### config.mk
export PLATFORM = sky130hd
export DESIGN_NAME = branch_predictor
export DESIGN_NICKNAME = d
export VERILOG_FILES = /design/src/rtl/branch_predictor.sv
export SDC_FILE = /design/constraint.sdc
export NUM_CORES = 1
export LEC_CHECK = 0
export BUFFER_PORTS_ARGS = -buffer_cell sky130_fd_sc_hd__buf_4
export CAP_MARGIN = 20
export CORE_MARGIN = 5
export CORE_UTILIZATION = 66
export DETAILED_ROUTE_END_ITERATION = 6
export GPL_TIMING_DRIVEN = 0
export PLACE_DENSITY = 0.84
export SETUP_SLACK_MARGIN = 0.4
export SYNTH_ARGS = -nofsm -noshare
export SYNTH_HDL_FRONTEND = slang
export SYNTH_SLANG_ARGS = --single-unit
### constraint.sdc
create_clock -name clk -period 15.1 [get_ports clk]
set_input_delay 3.775 -clock clk [delete_from_list [all_inputs] [get_ports clk]]
set_output_delay 3.775 -clock clk [all_outputs]
set_load 0.02 [all_outputs]
### src/rtl/branch_predictor.sv
// Dynamic branch predictor: direct-mapped BTB with saturating counters, zero-latency
// lookup from PCF, training and misprediction detection from Execute.
module branch_predictor #(
  parameter int XLEN     = 32,
  parameter int ENTRIES  = 16,
  parameter int CTR_BITS = 2,
  parameter int MODE     = 1,
  parameter int STAT_W   = 16
) (
  input  logic              clk,
  input  logic              rst,
  input  logic [XLEN-1:0]   PCF,
  output logic              PredTakenF,
  output logic [XLEN-1:0]   PredTargetF,
  input  logic              upd_en,
  input  logic [XLEN-1:0]   upd_pc,
  input  logic              upd_taken,
  input  logic [XLEN-1:0]   upd_target,
  input  logic              upd_is_jump,
  input  logic              upd_pred_taken,
  input  logic [XLEN-1:0]   upd_pred_target,
  output logic              MispredictE,
  output logic [STAT_W-1:0] upd_count,
  output logic [STAT_W-1:0] mispred_count
);

  localparam int IDX   = $clog2(ENTRIES);
  localparam int TAG_W = XLEN - IDX - 2;
  localparam logic [CTR_BITS-1:0] CTR_MAX  = '1;
  localparam logic [CTR_BITS-1:0] CTR_WT   = CTR_BITS'(2 ** (CTR_BITS - 1));
  localparam logic [CTR_BITS-1:0] CTR_WNT  = CTR_BITS'(2 ** (CTR_BITS - 1) - 1);
  localparam logic [STAT_W-1:0]   STAT_MAX = '1;

  logic                r_valid  [ENTRIES];
  logic [TAG_W-1:0]    r_tag    [ENTRIES];
  logic [XLEN-1:0]     r_target [ENTRIES];
  logic [CTR_BITS-1:0] r_ctr    [ENTRIES];
  logic [STAT_W-1:0]   r_upd_count;
  logic [STAT_W-1:0]   r_mispred_count;

  logic [IDX-1:0]      w_lk_idx;
  logic [IDX-1:0]      w_up_idx;
  logic [TAG_W-1:0]    w_lk_tag;
  logic [TAG_W-1:0]    w_up_tag;
  logic                w_lk_hit;
  logic                w_up_hit;
  logic [CTR_BITS-1:0] w_ctr_cur;
  logic [CTR_BITS-1:0] w_ctr_next;
  logic                w_unused;

  assign w_lk_idx = PCF[IDX+1:2];
  assign w_lk_tag = PCF[XLEN-1:IDX+2];
  assign w_up_idx = upd_pc[IDX+1:2];
  assign w_up_tag = upd_pc[XLEN-1:IDX+2];
  assign w_unused = ^{PCF[1:0], upd_pc[1:0]};

  assign w_lk_hit = r_valid[w_lk_idx] && (r_tag[w_lk_idx] == w_lk_tag);
  assign w_up_hit = r_valid[w_up_idx] && (r_tag[w_up_idx] == w_up_tag);

  assign PredTakenF  = (MODE == 1) && w_lk_hit && r_ctr[w_lk_idx][CTR_BITS-1];
  assign PredTargetF = PredTakenF ? r_target[w_lk_idx] : '0;

  assign MispredictE = upd_en && ((upd_taken != upd_pred_taken) ||
                                  (upd_taken && (upd_pred_target != upd_target)));

  assign w_ctr_cur = r_ctr[w_up_idx];

  // Saturating counter step; jumps pin the counter to strongly taken.
  always_comb begin
    w_ctr_next = w_ctr_cur;
    if (upd_is_jump) begin
      w_ctr_next = CTR_MAX;
    end else if (upd_taken) begin
      if (w_ctr_cur != CTR_MAX) w_ctr_next = w_ctr_cur + 1'b1;
    end else begin
      if (w_ctr_cur != '0) w_ctr_next = w_ctr_cur - 1'b1;
    end
  end

  always_ff @(posedge clk) begin
    if (rst) begin
      for (int unsigned i = 0; i < ENTRIES; i++) begin
        r_valid[i] <= 1'b0;
        r_ctr[i]   <= CTR_WNT;
      end
    end else if (upd_en && (MODE == 1)) begin
      if (w_up_hit) begin
        r_ctr[w_up_idx] <= w_ctr_next;
        if (upd_taken) r_target[w_up_idx] <= upd_target;
      end else if (upd_taken) begin
        r_valid[w_up_idx]  <= 1'b1;
        r_tag[w_up_idx]    <= w_up_tag;
        r_target[w_up_idx] <= upd_target;
        r_ctr[w_up_idx]    <= upd_is_jump ? CTR_MAX : CTR_WT;
      end
    end
  end

  always_ff @(posedge clk) begin
    if (rst) begin
      r_upd_count     <= '0;
      r_mispred_count <= '0;
    end else begin
      if (upd_en && (r_upd_count != STAT_MAX))
        r_upd_count <= r_upd_count + 1'b1;
      if (MispredictE && (r_mispred_count != STAT_MAX))
        r_mispred_count <= r_mispred_count + 1'b1;
    end
  end

  assign upd_count     = r_upd_count;
  assign mispred_count = r_mispred_count;

endmodule

==> impl_metrics.ini <==
[place]
dpl.hpwl_mm = 82.0
placed_area_sq_mm = 0.0471
port-buffer-count = 187
gp_congestion = 0.965
dp_cells = 3245
place_ws_ps = 2670

[critical_path]
r2r-start = r_tag[0][18]
crit_chain = clkbuf_1 -> buf_1 -> buf_8 -> mux4_2 -> mux4_2 -> xnor2_1 -> nand4_1 -> nor3_1 -> nand4_1 -> clkbuf_1 -> nor2b_1 -> buf_4
critPathArrivalTime_ps = 8970
rr_endpoint = r_tag[12][6]
worst_setup_path_start_kind = primary input
endpoint = PredTargetF[4]
cp_slowest_cell = xnor2_1
r2r_slack_ps = 10800
worstPathMaxFanout = 10
ff2ff_path_depth = 12
crit_required_ps = 11320
worstSetupEndpointType = output pin
crit_type = primary input to output pin
cp_slowest_stage_delay_ps = 610
worstSetupStartpoint = PCF[2]

[grt]
grt_pass1_vias = 26400
grtUsageTotal_pct = 36.4
antenna_found_initial = 5
grt_max_degree = 22
grt_pass1_wl_mm = 184
globalRouteOverflowTotal = 0

[clocking]
tritoncts = done
h-tree-depth = 3
insertion_delay_ps = 670
root_buffer = clkbuf_16
cts-resized-gates = 0
cts_buffers = 99
clk_pin_slew_ps = 60
clockBufferDepth = 3
cts.sinks = 1008
ctsHoldBuffers = 0
cts_setup_buffers = 0

[pwr]
p_leak_nw = 16.3
switching_share_pct = 22.5
clkPwrFrac_pct = 40.9
combPwrFrac_pct = 7.6
net-switching-power_mw = 1.35
power_mw = 6.00
p_int_mw = 4.65
pwr-share-seq_pct = 51.5
p_per_area_mw_per_mm2 = 119
ir_drop_mv = 0.118

[die]
core_area_sq_mm = 0.0656
chipWidth_um = 267
die_h_um = 267
row_count = 94
fp.dieArea_sq_mm = 0.0712
start_util_pct = 66.3
io_pins = 200

[route]
drt-total-wl_mm = 129
drt_iter0_drc = 4217
antenna_left = 0
avgRoutedWirePerCell_um = 37.5
drt-vias-per-instance = 7.41
dr.pass1.iters = 6
via_count = 25500
drc_errors = 0

[finish]
area_growth_pct = 15.7
finalInstanceArea_sq_mm = 0.0504
stdcell_count = 3440
nets = 2624
finish.utilization_pct = 76.7
drive_gt1_share_pct = 34.2

[synthesis]
synth-edff-count = 960
synth_area_per_cell_sq_um = 20.2
yosys.area.top_type_share_pct = 66.2
netlist_area_sq_mm = 0.0435
synthCells = 2156
synth_seq_area_share_pct = 68.4
synthTopCellsByCount = edfxtp_1 (960), mux4_2 (386), mux2i_1 (93)
synth_ff_type = edfxtp_1
synth.distinct_cells = 57
yosys_register_bits = 1008
synthTopCellsByArea = edfxtp_1 (66%), mux4_2 (20%), dfxtp_1 (2.2%), mux2i_1 (2.1%), xor2_1 (1.4%)
yosys_warnings = 0
synth-async-reset-ratio_pct = 0
yosysMostFrequentCell = edfxtp_1
yosys.area.top_type = edfxtp_1
synth_fp_nets = 2292

[hold_path]
worstHoldPathCells = 2
hold_path_class = register to register

[timing]
fin_setup_tns_ps = 0
final_max_slew_viol_count = 0
hold_ws_ps = 496
relSlewSlack_pct = 27.0
max_freq_mhz = 78.5
fin_skew_ps = 24.9
worst_pin_slew_ps = 1090
final_hold_viol_count = 0
fin_ws_ps = 2360
setup_violations = 0
rsz0062_at_grt = false
fin_crit_ps = 12740
layout_worst_path_cycle_share_pct = 84.4

[outcome]
status = complete, no violations

[flow_run]
cap_violations = 0
layout make-up:
cell class	count	area [sq um]
diodes	6	15.0
plain buffers	133	693
clock buffers	125	2670
clock inverters	58	522
fillers	3302	15300
inverters	22	82.6
multi-input cells	993	13200
flip-flops and latches	1008	29800
well taps	864	1080
repair buffers	231	2300
routing by layer:
layer	vias to the layer above	global-route usage [%]	part of all wire (%)
met5	-	0	0.0093
met2	2340	59.2	49
met4	2	20.8	7.6
met1	12900	45.3	31
met3	563	9.30	12
li1	9687	-	-
worst max-delay path, delay by kind of cell:
| family | cells | cell delay [ps] |
|---|---|---|
| xor gates and xnor gates | 1 | 610 |
| buffers and inverters | 5 | 1930 |
| muxes | 2 | 1010 |
| and+or+nand+nor | 4 | 1630 |
cell families after synthesis:
group,share of synthesized area (%)
AO/OA/AOI/OAI,1.71
XOR/XNOR,2.47
adder cells (fa/ha/maj),0.0575
AND/OR/NAND/NOR,3.34
multiplexers,22.2
flip-flops,68.4
buffers and inverters,1.78
power by group through the flow:
stage               clock (mW)  combinational (mW)  sequential [mW]
detailed placement           0               0.438             3.15
global route              2.58               0.470             3.09
CTS                       2.45               0.446             3.09
global placement             0               0.415             3.15
floorplan                    0               0.251             3.15
finish                    2.45               0.456             3.09
state kept, by name (all words and copies together) (netlist names):
register and count:
r_target 512, r_tag 416, mispred_count 16, r_ctr 32, r_valid 16, upd_count 16
how the worst min path moves through the flow:
| stage | startpoint | to | slack, ps |
|---|---|---|---|
| after global placement | r_valid[12] | r_valid[12] | 470 |
| after global routing | r_valid[10] | r_valid[10] | 520 |
| after CTS | r_valid[12] | r_valid[12] | 490 |
| final | r_valid[12] | r_valid[12] | 500 |
| after detailed placement | r_valid[12] | r_valid[12] | 490 |
| after floorplan | r_valid[14] | r_valid[14] | 460 |
cell usage in the layout (no fill, tap or decap), drive strengths merged, types with 6 or more instances in the layout:
cell type,n
nand2b,7
buf,302
o21ai,23
xor2,69
a21oi,10
nor2,83
mux4,387
bufinv,7
a22oi,16
inv,24
nor4,20
nand3,30
or3,12
o21bai,16
xnor2,54
diode,6
mux2i,93
nand2,48
edfxtp,960
nor2b,38
nand4,22
dfxtp,48
clkinv,44
and4,6
clkbuf,187
o22ai,17
Note: power is estimated with default switching activity, not from simulation.
